===== src/rtl/voxel_pkg.sv =====
// Shared constants and types for the 32x32x32 voxel grid.
// Linear addresses are laid out as {iz, iy, ix}.
package voxel_pkg;

  localparam int COORD_W  = 5;
  localparam int GRID_DIM = 2 ** COORD_W;
  localparam int ADDR_W   = 3 * COORD_W;

  typedef struct packed {
    logic [COORD_W-1:0] z;
    logic [COORD_W-1:0] y;
    logic [COORD_W-1:0] x;
  } voxel_coord_t;

  typedef enum logic {
    IDLE = 1'b0,
    RUN  = 1'b1
  } walker_state_t;

endpackage


===== src/rtl/voxel_addr_decode.sv =====
// Combinational linear-address to (x, y, z) coordinate split.
// Pure bit-slicing, so it adds no logic depth beyond wiring.
module voxel_addr_decode
  import voxel_pkg::*;
(
  input  logic [ADDR_W-1:0] addr,
  output voxel_coord_t      coord
);

  assign coord.x = addr[COORD_W-1:0];
  assign coord.y = addr[2*COORD_W-1:COORD_W];
  assign coord.z = addr[3*COORD_W-1:2*COORD_W];

endmodule


===== src/rtl/voxel_addr_walker.sv =====
// Walks consecutive linear voxel addresses (with wrap) for a commanded count
// and streams each address with its decoded coordinates.
module voxel_addr_walker
  import voxel_pkg::*;
#(
  parameter int CNT_W = 16
) (
  input  logic                 clk,
  input  logic                 rst_n,
  input  logic                 cmd_valid,
  output logic                 cmd_ready,
  input  logic [ADDR_W-1:0]    cmd_start_addr,
  input  logic [CNT_W-1:0]     cmd_count,
  input  logic                 abort,
  output logic                 out_valid,
  input  logic                 out_ready,
  output logic [ADDR_W-1:0]    out_addr,
  output logic [COORD_W-1:0]   out_ix,
  output logic [COORD_W-1:0]   out_iy,
  output logic [COORD_W-1:0]   out_iz,
  output logic                 out_last,
  output logic                 busy,
  output logic                 done,
  output walker_state_t        dbg_state
);

  // Handshake: a command moves on cmd_valid & cmd_ready, a beat moves on
  // out_valid & out_ready. A producer holds its payload stable until it moves.

  walker_state_t       state_q, state_d;
  logic [ADDR_W-1:0]   addr_q, addr_d;
  logic [CNT_W-1:0]    rem_q, rem_d;
  logic                done_q, done_d;
  logic                last_beat;
  logic                xfer;
  voxel_coord_t        coord;

  assign last_beat = (state_q == RUN) && (rem_q == CNT_W'(1));
  assign xfer      = (state_q == RUN) && out_ready;

  always_comb begin
    state_d = state_q;
    addr_d  = addr_q;
    rem_d   = rem_q;
    done_d  = 1'b0;
    case (state_q)
      IDLE: begin
        if (cmd_valid) begin
          if (cmd_count != '0) begin
            addr_d  = cmd_start_addr;
            rem_d   = cmd_count;
            state_d = RUN;
          end else begin
            done_d = 1'b1;
          end
        end
      end
      RUN: begin
        if (xfer) begin
          addr_d = addr_q + ADDR_W'(1);
          rem_d  = rem_q - CNT_W'(1);
          if (last_beat) begin
            state_d = IDLE;
            done_d  = !abort;
          end
        end
        // A cancelled sweep never reports completion.
        if (abort) begin
          state_d = IDLE;
        end
      end
      default: state_d = IDLE;
    endcase
  end

  always_ff @(posedge clk or negedge rst_n) begin
    if (!rst_n) begin
      state_q <= IDLE;
      addr_q  <= '0;
      rem_q   <= '0;
      done_q  <= 1'b0;
    end else begin
      state_q <= state_d;
      addr_q  <= addr_d;
      rem_q   <= rem_d;
      done_q  <= done_d;
    end
  end

  voxel_addr_decode u_decode (
    .addr  (addr_q),
    .coord (coord)
  );

  assign cmd_ready = (state_q == IDLE);
  assign busy      = (state_q == RUN);
  assign out_valid = (state_q == RUN);
  assign out_addr  = addr_q;
  assign out_ix    = coord.x;
  assign out_iy    = coord.y;
  assign out_iz    = coord.z;
  assign out_last  = last_beat;
  assign done      = done_q;
  assign dbg_state = state_q;

endmodule


===== config.mk =====
export PLATFORM = sky130hd
export DESIGN_NAME = voxel_addr_walker
export DESIGN_NICKNAME = d
export VERILOG_FILES = /design/src/rtl/voxel_pkg.sv /design/src/rtl/voxel_addr_decode.sv /design/src/rtl/voxel_addr_walker.sv
export SDC_FILE = /design/constraint.sdc
export NUM_CORES = 1
export LEC_CHECK = 0
export ABC_AREA = 0
export ABC_CLOCK_PERIOD_IN_PS = 3500
export BUFFER_PORTS_ARGS = -buffer_cell sky130_fd_sc_hd__buf_2
export CAP_MARGIN = 20
export CORE_MARGIN = 1.5
export CORE_UTILIZATION = 45
export DETAILED_ROUTE_END_ITERATION = 8
export PLACE_DENSITY_LB_ADDON = 0.25
export SETUP_SLACK_MARGIN = 0.2
export SYNTH_ARGS = -nofsm -noshare
export SYNTH_HDL_FRONTEND = slang
export SYNTH_HIERARCHICAL = 1
export SYNTH_SLANG_ARGS = --single-unit

===== constraint.sdc =====
create_clock -name clk -period 3.5 [get_ports clk]
set_clock_uncertainty 0.15 [all_clocks]
set_input_delay 0.525 -clock clk [delete_from_list [all_inputs] [get_ports clk]]
set_output_delay 0.525 -clock clk [all_outputs]
set_load 0.01 [all_outputs]

==> impl_metrics.tcl, run 1 <==
set metrics [dict create \
    run_status "complete, no violations" \
    p_per_area_nw_per_um2 666.6 \
    crit_buf_inv 2 \
    async_flop_share_pct 100.0 \
    route.detailed.drc 0 \
    yosysSeqAreaShare_pct 35.13 \
    dp_hpwl_um 4423 \
    layout.core_utilization_pct 53.38 \
    rsz0062_at_grt "false" \
    final_hold_viol_count 0 \
    grt_pass1_wl_um 10060 \
    grt_antenna_before_repair 0 \
    cp-end-kind "output port" \
    grt_max_degree 34 \
    final_common_cell "buf_2" \
    switchingPower_uw 796.5 \
    cts_tree "yes" \
    path_delay_family "simple AND/OR/NAND/NOR gates" \
    routed-via-count 2259 \
    grt_overflow 0 \
    first_iter_violations 139 \
    drv_cap 0 \
    n_antenna_cell 0 \
    hp-class "in2async" \
    slew_viol_final 0 \
    cts_sinks 33 \
    grt_pass1_vias 1987 \
    crit_chain "inv_1 > nor4b_1 > nand2_1 > nor4_1 > buf_2" \
    clockBufferDepth 2 \
    period_minus_slack_ns 2.862 \
    dr.pass1.iters 4 \
    cts_buffers 5 \
    post_drt_wl_per_cell_um 16.32 \
    vias_per_cell 5.807 \
    fin_nets 357 \
    pwr-share-seq_pct 42.3 \
    cp-start-kind "flop" \
    port_buffers 71 \
    ant_nets 0 \
    syn_area_um2 2351 \
    p_int_mw 1.009 \
    rows 26 \
    synth_cell_types 51 \
    dieWidth_um 75.28 \
    fin_setup_tns_ns 0 \
    fin_hold_ws_ns 0.1672 \
    leakage_nw 1.181 \
    die-area_um2 5667 \
    htreeDepth 2 \
    io_pins 72 \
    arrival_ns 2.19 \
    post_cts_buffers 0 \
    start_util_pct 46.33 \
    max_freq_mhz 349.4 \
    path_class "reg2out" \
    syn_avg_cell_area_um2 8.838 \
    syn_inst 266 \
    ctsResizeCount 0 \
    drive_above_1_share_pct 31.97 \
    p_clk_share_pct 15.8 \
    finalWeightedCongestion 0.9166 \
    synthesis.nets 305 \
    slew_headroom_pct 46.72 \
    worstPathRequired_ns 2.82 \
    layout_common_cells "71 x buf_2, 36 x nand2_1, 33 x dfrtp_1, 18 x nand3_1, 16 x nor2_1" \
    synth_warnings 6 \
    root_buffer "clkbuf_8" \
    cp_slowest_stage_delay_ns 0.61 \
    peakVddDrop_uv 226.7 \
    core-area_um2 5075 \
    clk_pin_slew_ns 0.08 \
    synth_edf_count 0 \
    area_growth_pct 15.22 \
    wirelength_um 6350 \
    crit_slowest_cell "dfrtp_1" \
    hold_buffers 0 \
    crit_path_max_fanout 15 \
    synthFlopType "dfrtp_1" \
    setup_viol 0 \
    ys_ff_latch 33 \
    switching_share_pct 44.11 \
    tightestPinTransition_ns 0.7992 \
    track_usage_pct 23.70 \
    clk-insertion-delay-late_ns 0.29 \
    power_frac_comb_pct 42.0 \
    finalCritPeriodShare_pct 81.78 \
    dieHeight_um 75.28 \
]
per-stage QoR:
| step | cells | power [mW] | setup slack [ns] | instance area [um2] |
|---|---|---|---|---|
| finish | 389 | 1.806 | 0.6378 | 2709 |
| global route | 389 | 1.966 | 0.5305 | 2709 |
| CTS | 389 | 1.813 | 0.6892 | 2709 |
| detailed placement | 381 | 1.521 | 1.003 | 2626 |
| global placement | 381 | 1.503 | 1.019 | 2626 |
| floorplan | 266 | 1.311 | 1.447 | 2351 |
state kept, by name (all words and copies together) (netlist names):
name,flops
rem_q,16
out_addr,15
busy,1
done,1
Yosys cell counts, types with 7 or more instances:
master	number	area, um2
inv_1	7	26.28
clkbuf_1	7	26.28
nand2_1	36	135.1
mux2i_1	12	120.1
o21ai_0	11	55.05
nor3_1	9	45.04
nand3_1	18	90.09
o22ai_1	13	81.33
buf_4	18	135.1
dfrtp_1	33	825.8
a21oi_1	15	75.07
nor2_1	16	60.06
cell families after synthesis:
family                     after synthesis  synth area share [%]
adders and majority gates                3                 1.597
and+or+nand+nor                        110                 26.82
buffers and inverters                   35                 8.888
DFF                                     33                 35.12
AOI/OAI and AO/OA                       70                 21.02
muxes                                   15                 6.546
cell type report:
type                       instances  area (um2)
timing repair buffer              73       370.4
sequential                        33       825.8
multi-input combinational        198        1316
clock buffer                       6       72.57
inverter                           7       26.28
clock inverter                     2       10.01
tap                               70       87.58
fill                             521        2366
per-layer routing:
layer  up-vias  wire length (um)  track usage (%)
li1       1090                 -                -
met4         0                77            8.135
met5         -                 0                0
met3        11               347            4.016
met1      1078              3072            36.30
met2        80              2852            33.43
path summary, 6_finish.rpt:
path	startpoint	endpoint	slack (ns)	cells after the start
worst min register to register	rem_q[9]	rem_q[9]	0.42	2
worst max register to register	busy	out_addr[5]	1.00	5
worst max-delay path	busy	out_last	0.64	5
worst min-delay path	rst_n	rem_q[8]	0.17	1
min in group clk	abort	done	0.28	2
max in group asynchronous	rst_n	out_addr[5]	2.52	1
power by group through the flow:
stage	Combinational, mW	Sequential [mW]	Clock (mW)
CTS	0.762	0.758	0.293
detailed placement	0.759	0.761	0
global placement	0.745	0.758	0
floorplan	0.566	0.745	0
finish	0.758	0.763	0.285
global route	0.863	0.794	0.309
Power figures use the tool's default switching activity.
==> run 2, diff against run 1 <==
--- a/config.mk
+++ b/config.mk
@@ -6,7 +6,7 @@
 export NUM_CORES = 1
 export LEC_CHECK = 0
 export ABC_AREA = 0
-export ABC_CLOCK_PERIOD_IN_PS = 3500
+export ABC_CLOCK_PERIOD_IN_PS = 2900
 export BUFFER_PORTS_ARGS = -buffer_cell sky130_fd_sc_hd__buf_2
 export CAP_MARGIN = 20
 export CORE_MARGIN = 1.5
==> constraint.sdc (replaced) <==
create_clock -name clk -period 2.9 [get_ports clk]
set_clock_uncertainty 0.15 [all_clocks]
set_input_delay 0.435 -clock clk [delete_from_list [all_inputs] [get_ports clk]]
set_output_delay 0.435 -clock clk [all_outputs]
set_load 0.01 [all_outputs]
==> run 2 against run 1 <==
- cell area is 1.2% higher
- clock-buffer cell count grew 1
- sequential share of layout area down 0.38 points
- highest routed layer unchanged
- worst hold slack worse by 0.089 ns
- clock power increased by 28%
- final cell count is 0.77% higher
- global-route usage increased by 0.13 points
- combinational power up 22%
- register-to-register slack lost 0.37 ns
- total power is 22% higher
==> impl_metrics.tcl, run 2 (synthesis gave the netlist of run 1 again) <==
set metrics [dict create \
    p_int_mw 1.248 \
    regMostFlops "rem_q" \
    dp_hpwl_um 4561 \
    clk-insertion-delay-late_ns 0.29 \
    vias_per_cell 5.722 \
    area_growth_pct 16.66 \
    worstPathRequired_ns 2.32 \
    grt_pass1_wl_um 10170 \
    track_usage_pct 23.84 \
    post_cts_buffers 0 \
    clk_pin_slew_ns 0.07 \
    die-area_um2 5667 \
    root_buffer "clkbuf_8" \
    post_drt_wl_per_cell_um 16.30 \
    fin_hold_ws_ns 0.07776 \
    postLayoutSetupSlackWorst_ns 0.4760 \
    clockBufferDepth 2 \
    n_antenna_cell 0 \
    cts_tree "yes" \
    largest_register_ffs 16 \
    dp_cells 385 \
    dr.pass1.iters 5 \
    grt_max_degree 34 \
    hp-class "in2async" \
    fin_nets 361 \
    final_common_cell "buf_2" \
    routed-via-count 2243 \
    leakage_nw 1.199 \
    slew_headroom_pct 46.97 \
    power_frac_comb_pct 42.0 \
    rows 26 \
    max_freq_mhz 412.5 \
    r2r_cells 5 \
    period_minus_slack_ns 2.424 \
    cts_sinks 33 \
    hold_buffers 0 \
    switchingPower_uw 954.3 \
    port_buffers 71 \
    pwr-share-seq_pct 41.5 \
    setup_viol 0 \
    num-fill-cells 510 \
    dieHeight_um 75.28 \
    grt_overflow 0 \
    run_status "complete, no violations" \
    path_class "reg2out" \
    p_per_area_nw_per_um2 803.2 \
    crit_path_max_fanout 4 \
    cts_buffers 5 \
    ant_nets 0 \
    ctsResizeCount 0 \
    route.detailed.drc 0 \
    cp-start-kind "flop" \
    finalCritPeriodShare_pct 83.58 \
    layout.cells.non_filler 392 \
    arrival_ns 1.84 \
    peakVddDrop_uv 393.9 \
    r2r_slack_ns 0.63 \
    wirelength_um 6390 \
    grt_antenna_before_repair 0 \
    rsz0062_at_grt "false" \
    r2r-start "busy" \
    switching_share_pct 43.32 \
    dp_slack_ns 0.5195 \
    fin_setup_tns_ns 0 \
    slew_viol_final 0 \
    finalWeightedCongestion 0.8925 \
    layout_common_cells "71 x buf_2, 36 x nand2_1, 33 x dfrtp_1, 18 x nand3_1, 16 x nor2_1" \
    first_iter_violations 156 \
    dieWidth_um 75.28 \
    drive_above_1_share_pct 32.61 \
    cp-end-kind "output port" \
    final_hold_viol_count 0 \
    htreeDepth 2 \
    tightestPinTransition_ns 0.7955 \
    r2r-end "out_addr[5]" \
    drv_cap 0 \
    io_pins 72 \
    core-area_um2 5075 \
    start_util_pct 46.33 \
    p_clk_share_pct 16.5 \
    grt_pass1_vias 2091 \
]
==> run 2: changes by cell type in the layout (fill, tap and decap cells not counted) <==
cell      before  now
clkbuf_8       5    6
buf_4          2    6
clkinv_2       2    0
==> run 2: cell type report <==
cell class | count | area [um2] | share of cell area (%)
repair buffers | 77 | 400.4 | 14.60
flip-flops and latches | 33 | 825.8 | 30.11
inverters | 7 | 26.28 | 0.9580
well taps | 70 | 87.58 | 3.193
clock buffers | 7 | 86.33 | 3.148
multi-input cells | 198 | 1316 | 47.99
==> run 2: stage by stage <==
step / utilization, % / area (um2) / power, mW
6_report: 54.04 / 2743 / 2.203
5_1_grt: 54.04 / 2743 / 2.402
4_1_cts: 54.04 / 2743 / 2.206
3_5_place_dp: 52.34 / 2656 / 1.841
3_3_place_gp: 52.34 / 2656 / 1.814
2_1_floorplan: - / 2351 / 1.583
==> run 2: routing by layer <==
metal / GRT usage, % / part of all wire (%) / vias to the layer above
met5: 0 / 0 / -
met4: 7.540 / 1.5 / 0
met3: 5.489 / 4.4 / 9
met2: 37.91 / 46 / 67
met1: 32.17 / 47 / 1073
li1: - / - / 1094
==> run 2: power groups by stage <==
stage               clock network, mW  logic [mW]  registers, mW
CTS                             0.369       0.930          0.907
floorplan                           0       0.683          0.900
finish                          0.364       0.925          0.914
global placement                    0       0.910          0.904
global route                    0.392        1.06          0.955
detailed placement                  0       0.928          0.913
==> run 2: worst max path at each step <==
| stage | end | from | depth (start not counted) | slack (ns) |
|---|---|---|---|---|
| final | out_last | rem_q[1] | 6 | 0.48 |
| after global placement | out_addr[5] | cmd_count[3] | 6 | 0.54 |
| after detailed placement | out_addr[5] | cmd_count[3] | 6 | 0.52 |
| after global routing | out_last | rem_q[1] | 6 | 0.25 |
| after CTS | out_last | rem_q[1] | 6 | 0.52 |
| after floorplan | out_last | rem_q[12] | 2 | 0.94 |
==> run 2: critical path: stages (launching register included) <==
cell and delay [ns]:
dfrtp_1 0.43, inv_1 0.10, ha_1 0.15, nor4b_1 0.38
nand2_1 0.12, nor4_1 0.19, buf_2 0.18
